--- src/rtl/reg_scan_ctrl_if.sv ---
// Bundle of command, stream and register-file signals for the register scan sequencer.
// master = sequencer side, slave = environment side (command source, streams, register file).
interface reg_scan_ctrl_if #(
    parameter int unsigned ADDR_WIDTH = 2,
    parameter int unsigned DATA_WIDTH = 8
);
    logic                  cmdValid;
    logic                  cmdOp;
    logic                  cmdReady;
    logic [DATA_WIDTH-1:0] inData;
    logic                  inValid;
    logic                  inReady;
    logic [DATA_WIDTH-1:0] outData;
    logic                  outValid;
    logic                  outReady;
    logic [ADDR_WIDTH-1:0] readReg;
    logic [DATA_WIDTH-1:0] readData;
    logic [ADDR_WIDTH-1:0] writeReg;
    logic [DATA_WIDTH-1:0] writeData;
    logic                  sigRegWrite;
    logic                  busy;
    logic                  done;

    modport master (
        input  cmdValid, cmdOp, inData, inValid, outReady, readData,
        output cmdReady, inReady, outData, outValid, readReg, writeReg, writeData,
        output sigRegWrite, busy, done
    );

    modport slave (
        output cmdValid, cmdOp, inData, inValid, outReady, readData,
        input  cmdReady, inReady, outData, outValid, readReg, writeReg, writeData,
        input  sigRegWrite, busy, done
    );
endinterface

--- src/rtl/reg_scan_ctrl.sv ---
// Sequencer that bulk-loads or bulk-dumps a small register file over valid/ready byte streams.
// Loads move one byte per cycle; dumps need a read cycle plus a hold cycle per byte.
module reg_scan_ctrl #(
    parameter int unsigned NUM_REGS   = 4,
    parameter int unsigned ADDR_WIDTH = 2,
    parameter int unsigned DATA_WIDTH = 8
) (
    input logic                 clk,
    input logic                 reset,
    reg_scan_ctrl_if.master     bus
);
    typedef enum logic [1:0] {StIdle, StLoad, StDumpRd, StDumpWait} state_e;

    localparam logic [ADDR_WIDTH-1:0] LastIdx = ADDR_WIDTH'(NUM_REGS - 1);

    state_e                state_q, state_d;
    logic [ADDR_WIDTH-1:0] idx_q, idx_d;
    logic [DATA_WIDTH-1:0] out_data_q, out_data_d;
    logic                  out_valid_q, out_valid_d;
    logic                  done_q, done_d;

    always_ff @(posedge clk) begin
        if (reset) begin
            state_q     <= StIdle;
            idx_q       <= '0;
            out_data_q  <= '0;
            out_valid_q <= 1'b0;
            done_q      <= 1'b0;
        end else begin
            state_q     <= state_d;
            idx_q       <= idx_d;
            out_data_q  <= out_data_d;
            out_valid_q <= out_valid_d;
            done_q      <= done_d;
        end
    end

    always_comb begin
        state_d     = state_q;
        idx_d       = idx_q;
        out_data_d  = out_data_q;
        out_valid_d = out_valid_q;
        done_d      = 1'b0;
        unique case (state_q)
            StIdle: begin
                if (bus.cmdValid) begin
                    idx_d   = '0;
                    state_d = bus.cmdOp ? StLoad : StDumpRd;
                end
            end
            StLoad: begin
                if (bus.inValid) begin
                    if (idx_q == LastIdx) begin
                        state_d = StIdle;
                        done_d  = 1'b1;
                    end else begin
                        idx_d = idx_q + ADDR_WIDTH'(1);
                    end
                end
            end
            StDumpRd: begin
                out_data_d  = bus.readData;
                out_valid_d = 1'b1;
                state_d     = StDumpWait;
            end
            StDumpWait: begin
                if (bus.outReady) begin
                    out_valid_d = 1'b0;
                    if (idx_q == LastIdx) begin
                        state_d = StIdle;
                        done_d  = 1'b1;
                    end else begin
                        idx_d   = idx_q + ADDR_WIDTH'(1);
                        state_d = StDumpRd;
                    end
                end
            end
            default: state_d = StIdle;
        endcase
    end

    // Handshake enables are masked by reset so nothing lands in the file during reset.
    assign bus.cmdReady    = !reset && (state_q == StIdle);
    assign bus.inReady     = !reset && (state_q == StLoad);
    assign bus.sigRegWrite = !reset && (state_q == StLoad) && bus.inValid;
    assign bus.writeReg    = idx_q;
    assign bus.writeData   = bus.inData;
    assign bus.readReg     = idx_q;
    assign bus.outData     = out_data_q;
    assign bus.outValid    = out_valid_q;
    assign bus.busy        = (state_q != StIdle);
    assign bus.done        = done_q;
endmodule
--- src/flat_wrapper.sv ---
// flat-port wrapper written by rule: the top's interface ports become plain ports
module reg_scan_ctrl_flat 
#(
    parameter int unsigned NUM_REGS   = 4,
    parameter int unsigned ADDR_WIDTH = 2,
    parameter int unsigned DATA_WIDTH = 8
)
  (clk, reset, bus_cmdValid, bus_cmdOp, bus_inData, bus_inValid, bus_outReady, bus_readData, bus_cmdReady, bus_inReady, bus_outData, bus_outValid, bus_readReg, bus_writeReg, bus_writeData, bus_sigRegWrite, bus_busy, bus_done);
  reg_scan_ctrl_if #(.ADDR_WIDTH(ADDR_WIDTH), .DATA_WIDTH(DATA_WIDTH)) bus_i ();
  input logic clk;
  input logic reset;
  input wire logic [$bits(bus_i.cmdValid)-1:0] bus_cmdValid;
  input wire logic [$bits(bus_i.cmdOp)-1:0] bus_cmdOp;
  input wire logic [$bits(bus_i.inData)-1:0] bus_inData;
  input wire logic [$bits(bus_i.inValid)-1:0] bus_inValid;
  input wire logic [$bits(bus_i.outReady)-1:0] bus_outReady;
  input wire logic [$bits(bus_i.readData)-1:0] bus_readData;
  output wire logic [$bits(bus_i.cmdReady)-1:0] bus_cmdReady;
  output wire logic [$bits(bus_i.inReady)-1:0] bus_inReady;
  output wire logic [$bits(bus_i.outData)-1:0] bus_outData;
  output wire logic [$bits(bus_i.outValid)-1:0] bus_outValid;
  output wire logic [$bits(bus_i.readReg)-1:0] bus_readReg;
  output wire logic [$bits(bus_i.writeReg)-1:0] bus_writeReg;
  output wire logic [$bits(bus_i.writeData)-1:0] bus_writeData;
  output wire logic [$bits(bus_i.sigRegWrite)-1:0] bus_sigRegWrite;
  output wire logic [$bits(bus_i.busy)-1:0] bus_busy;
  output wire logic [$bits(bus_i.done)-1:0] bus_done;
  assign bus_i.cmdValid = bus_cmdValid;
  assign bus_i.cmdOp = bus_cmdOp;
  assign bus_i.inData = bus_inData;
  assign bus_i.inValid = bus_inValid;
  assign bus_i.outReady = bus_outReady;
  assign bus_i.readData = bus_readData;
  assign bus_cmdReady = bus_i.cmdReady;
  assign bus_inReady = bus_i.inReady;
  assign bus_outData = bus_i.outData;
  assign bus_outValid = bus_i.outValid;
  assign bus_readReg = bus_i.readReg;
  assign bus_writeReg = bus_i.writeReg;
  assign bus_writeData = bus_i.writeData;
  assign bus_sigRegWrite = bus_i.sigRegWrite;
  assign bus_busy = bus_i.busy;
  assign bus_done = bus_i.done;
  reg_scan_ctrl #(.NUM_REGS(NUM_REGS), .ADDR_WIDTH(ADDR_WIDTH), .DATA_WIDTH(DATA_WIDTH)) u_core (.clk(clk), .reset(reset), .bus(bus_i));
endmodule
--- config.mk ---
export PLATFORM = sky130hd
export DESIGN_NAME = reg_scan_ctrl_flat
export DESIGN_NICKNAME = d
export VERILOG_FILES = /design/src/rtl/reg_scan_ctrl_if.sv /design/src/rtl/reg_scan_ctrl.sv /design/src/flat_wrapper.sv
export SDC_FILE = /design/constraint.sdc
export NUM_CORES = 1
export LEC_CHECK = 0
export CAP_MARGIN = 30
export CORE_MARGIN = 5
export CORE_UTILIZATION = 34
export CTS_CLUSTER_DIAMETER = 100
export DETAILED_ROUTE_END_ITERATION = 8
export PLACE_DENSITY = 0.85
export SETUP_SLACK_MARGIN = 0.1
export SKIP_LAST_GASP = 1
export SYNTH_ARGS = -nofsm -noshare
export SYNTH_HDL_FRONTEND = slang
export SYNTH_SLANG_ARGS = --single-unit
--- constraint.sdc ---
create_clock -name clk -period 1.2 [get_ports clk]
set_input_delay 0.3 -clock clk [delete_from_list [all_inputs] [get_ports clk]]
set_output_delay 0.3 -clock clk [all_outputs]
set_load 0.005 [all_outputs]
Word-level counts from Yosys, hierarchy flattened
Index checks and enable logic that the tools add are counted.
W data, S select, Z words.
- register bits: 14
- input port bits: 22
- output and inout port bits: 26
- word-level logic and storage cells: 43
- add/sub/neg operators: 1
- eq/ne operators: 8
- multiplexer cells: 18
- reduce and logical (&&, ||, !) cells: 11
- operator list (kind ; count):
    $mux W2 ; 10
    $pmux W2 S4 ; 1
    $reduce_and A4 Y1 ; 2
    $eq A2 B2 Y1 const B ; 3
    $ne A2 B2 Y1 const B ; 3
    $pmux W2 S3 ; 1
    $mux W1 ; 4
    $pmux W1 S2 ; 2
    $reduce_bool A2 Y1 ; 2
    $logic_and A1 B1 Y1 ; 3
    $reduce_bool A3 Y1 ; 1
    $add A2 B1 Y2 const B ; 1
    $eq A2 B1 Y1 const B ; 1
    $logic_not A2 Y1 ; 1
    $ne A2 B1 Y1 const B ; 1
    $reduce_and A2 Y1 ; 1
    $logic_not A1 Y1 ; 1

Longest topological paths before layout
- word-level depth: 4
- gate-level depth with buffers: 5
- mapped depth without buffers: 4

Worst setup path before layout
Ideal clock, no wire load.
- kind: register -> output
- start point: register u_core.state_q[0]
- end point: output bus_sigRegWrite
- data arrival time: 0.791 ns
- required time: 0.900 ns
- slack: 0.109 ns
- cell stages (with the launch flop): 3
- path buffers: 0
- cells stage by stage: dfxtp_1 nor2b_1 and3b_1
- word-level cells in the longest chain between the ends: 3
- RTL lines (element ; RTL line ; RTL):
    from (decl) ; reg_scan_ctrl.sv:16 ; state_e state_q, state_d;
    from (signal assigned) ; reg_scan_ctrl.sv:24 ; state_q <= StIdle;
    from (signal assigned) ; reg_scan_ctrl.sv:30 ; state_q <= state_d;
    $eq A2 B1 Y1 ; reg_scan_ctrl.sv:85 ; assign bus.sigRegWrite = !reset && (state_q == StLoad) && bus.inValid;
    $logic_and A1 B1 Y1 (2 in a row) ; reg_scan_ctrl.sv:85 ;
    to (decl) ; flat_wrapper.sv:25 ; output wire logic [$bits(bus_i.sigRegWrite)-1:0] bus_sigRegWrite;
No other way between the ends.

Final worst setup path
Same ends and word-level chain as after synthesis.

==> flow_summary.yaml <==
synth:
  synthFlopType: "dfxtp_1"
  synth.distinct_cells: 23
  syn_inst: 82
  synth_top_area_cell: "dfxtp_1"
  ys_seq_area_share_pct: 40.7
  synth_area_per_cell_um2: 8.41
  synth-edff-count: 0
  synth_common_cells: "20 x nand2_1, 14 x dfxtp_1, 11 x a21oi_1, 11 x buf_4"
  synth_top_area_share_pct: 40.7
  synth-seq-cells: 14
  synth_warnings: 0
  async_flop_share_pct: 0
  yosys-top-cells-area: "dfxtp_1 41%, buf_4 12%, nand2_1 11%"
  syn_area_um2: 689
  yosysMostFrequentCell: "nand2_1"
  postSynthNetCount: 105
drt:
  vias_per_cell: 4.66
  antenna_left: 0
  first_pass_iters: 4
  routed_wl_um: 2230
  drc: 0
  routedWlPerCell_um: 14.2
  vias: 731
  drt_iter0_markers: 4
grt:
  grt_overflow: 0
  antenna_found_initial: 0
  grt_pass1_wl_um: 3280
  grt_pass1_vias: 737
  track_usage_pct: 15.4
  grt_max_degree: 15
worst_setup_path:
  startpoint_type: "flip-flop"
  worst-endpoint-arrival_ns: 1.15
  end_kind: "output pin"
  cpPeakStageDelay_ns: 0.37
  cp_cell_sequence: "nor2b_4 -> buf_6 -> and3b_1 -> buf_2"
  cpMaxStageDelayCell: "dfxtp_4"
  worstPathRequired_ns: 0.90
  path_max_fanout: 4
  path_class: "reg -> out"
cells_and_area:
  stdcell_count: 157
  area_growth_pct: 80.4
  final_cell_area_um2: 1240
  n_antenna_cell: 0
  final_layout_size_suffix_gt1_share_pct: 57.7
  final_nets: 154
die:
  placementRows: 16
  dieHeight_um: 55.0
  io_pins: 48
  dieArea_um2: 3030
  core-area_um2: 1940
  die_w_um: 55.0
  start_util_pct: 35.5
sta:
  final.setup_skew_ns: 0.00417
  worst_slack_ns: -0.254
  setup_violations: 6
  fin_setup_tns_ns: -0.867
  max_freq_ghz: 0.688
  post-route-period-util_pct: 121
  rsz0062_at_grt: "yes"
  maxSlewHeadroom_pct: 90.7
  finalHoldViolations: 0
  min_period_ns: 1.45
  whs_ns: 0.452
  drv_slew: 0
  worst_pin_slew_ns: 0.135
cts:
  clockRootBuffer: "clkbuf_4"
  worstSkewPairLatency_ns: 0.27
  htreeDepth: 1
  clockBufferDepth: 2
  cts_buffers: 3
  cts_tree: "built"
  cts_sinks: 14
  path_clk_slew_ns: 0.08
pwr:
  power_density_nw_per_um2: 906
  irDropWorstVdd_mv: 0.474
  p_leak_nw: 0.589
placed_design:
  pre_cts_slack_ns: -0.710
  hpwl_um: 1410
  dp.cells: 133
  port_buffers: 31
  routabilityCongestion: 0.747
  place_area_um2: 983
outcome:
  violations: "negative setup slack"
  status: "complete, but fails checks"
job:
  maxCapViolCount: 0
min_path:
  hp-class: "reg -> reg"
cells in the final DEF (no fill, tap or decap), drive strengths merged:
cell	Yosys	routed
inv	1	1
ha	1	1
nand3b	4	4
or3b	2	2
buf	13	44
a211oi	1	1
dlygate4sd2	0	1
clkdlybuf4s50	0	12
or2	1	1
nor3	1	1
nand2	20	20
and3	1	1
a21oi	11	11
mux2i	2	2
nor2	2	2
and3b	1	1
clkbuf	1	5
nand2b	1	1
mux2	1	1
a21boi	1	1
nor2b	3	3
dfxtp	14	14
layout make-up:
type / instances / area [um^2]
Inverter: 1 / 3.75
Fill cell: 169 / 698
Multi-Input combinational cell: 53 / 373
Sequential cell: 14 / 302
Timing Repair Buffer: 58 / 495
Clock buffer: 4 / 36.3
Tap cell: 27 / 33.8
registers in the layout, indices dropped and copies added (netlist names):
| name | count |
|---|---|
| u_core.bus.outData | 8 |
| u_core.bus.readReg | 2 |
| u_core.bus.outValid | 1 |
| u_core.state_q | 2 |
| u_core.bus.done | 1 |
routing by layer:
metal | global-route usage [%] | wire length [um] | share of wire [%]
met4 | 6.48 | 17 | 0.76
met3 | 4.56 | 216 | 9.7
met5 | 0 | 0 | 0
met2 | 28.5 | 1180 | 53
met1 | 15.8 | 820 | 37
worst max-delay path, delay by kind of cell, from the launching register on:
family,cells,cell delay [ns]
flip-flops,1,0.37
buffers and inverters,2,0.21
AND/OR/NAND/NOR,2,0.29
worst paths after layout:
path                         startpoint               endpoint  slack [ns]  depth (start not counted)
hold / removal    u_core.bus.outData[4]  u_core.bus.outData[4]        0.45                          2
setup / recovery      u_core.state_q[0]        bus_sigRegWrite       -0.25                          4
setup reg to reg      u_core.state_q[1]  u_core.bus.readReg[1]       -0.05                          5
hold reg to reg   u_core.bus.outData[4]  u_core.bus.outData[4]        0.45                          2
through the flow:
| stage | util (%) | total power, mW |
|---|---|---|
| 6_report | 64.0 | 1.13 |
| 5_1_grt | 64.0 | 1.19 |
| 4_1_cts | 60.6 | 1.09 |
| 3_5_place_dp | 50.6 | 0.726 |
| 3_3_place_gp | 50.6 | 0.721 |
| 2_1_floorplan | - | 0.619 |
kinds of logic (layout without fill, tap and decap cells):
group / after synthesis / count (layout) / share of synthesized area (%)
AND/OR/NAND/NOR: 36 / 36 / 26.9
buffers and inverters: 15 / 63 / 15.4
flip-flops: 14 / 14 / 40.7
AO/OA/AOI/OAI: 13 / 13 / 10.2
multiplexers: 3 / 3 / 5.08
adder cells (fa/ha/maj): 1 / 1 / 1.81
power by group:
part	internal [mW]	switching [mW]	total (mW)
logic	0.185	0.115	0.300
registers	0.487	0.0124	0.499
clock network	0.184	0.142	0.327
timing repair:
action / CTS / global route
pin swaps: 7 / 4
setup endpoints to repair: 30 / 22
hold endpoints to repair: 0 / 0
gates cloned: 1 / 0
setup buffers: 14 / 5
gates resized for setup: 109 / 14
hold buffers: 0 / 0
Note: power is estimated with default switching activity, not from simulation.
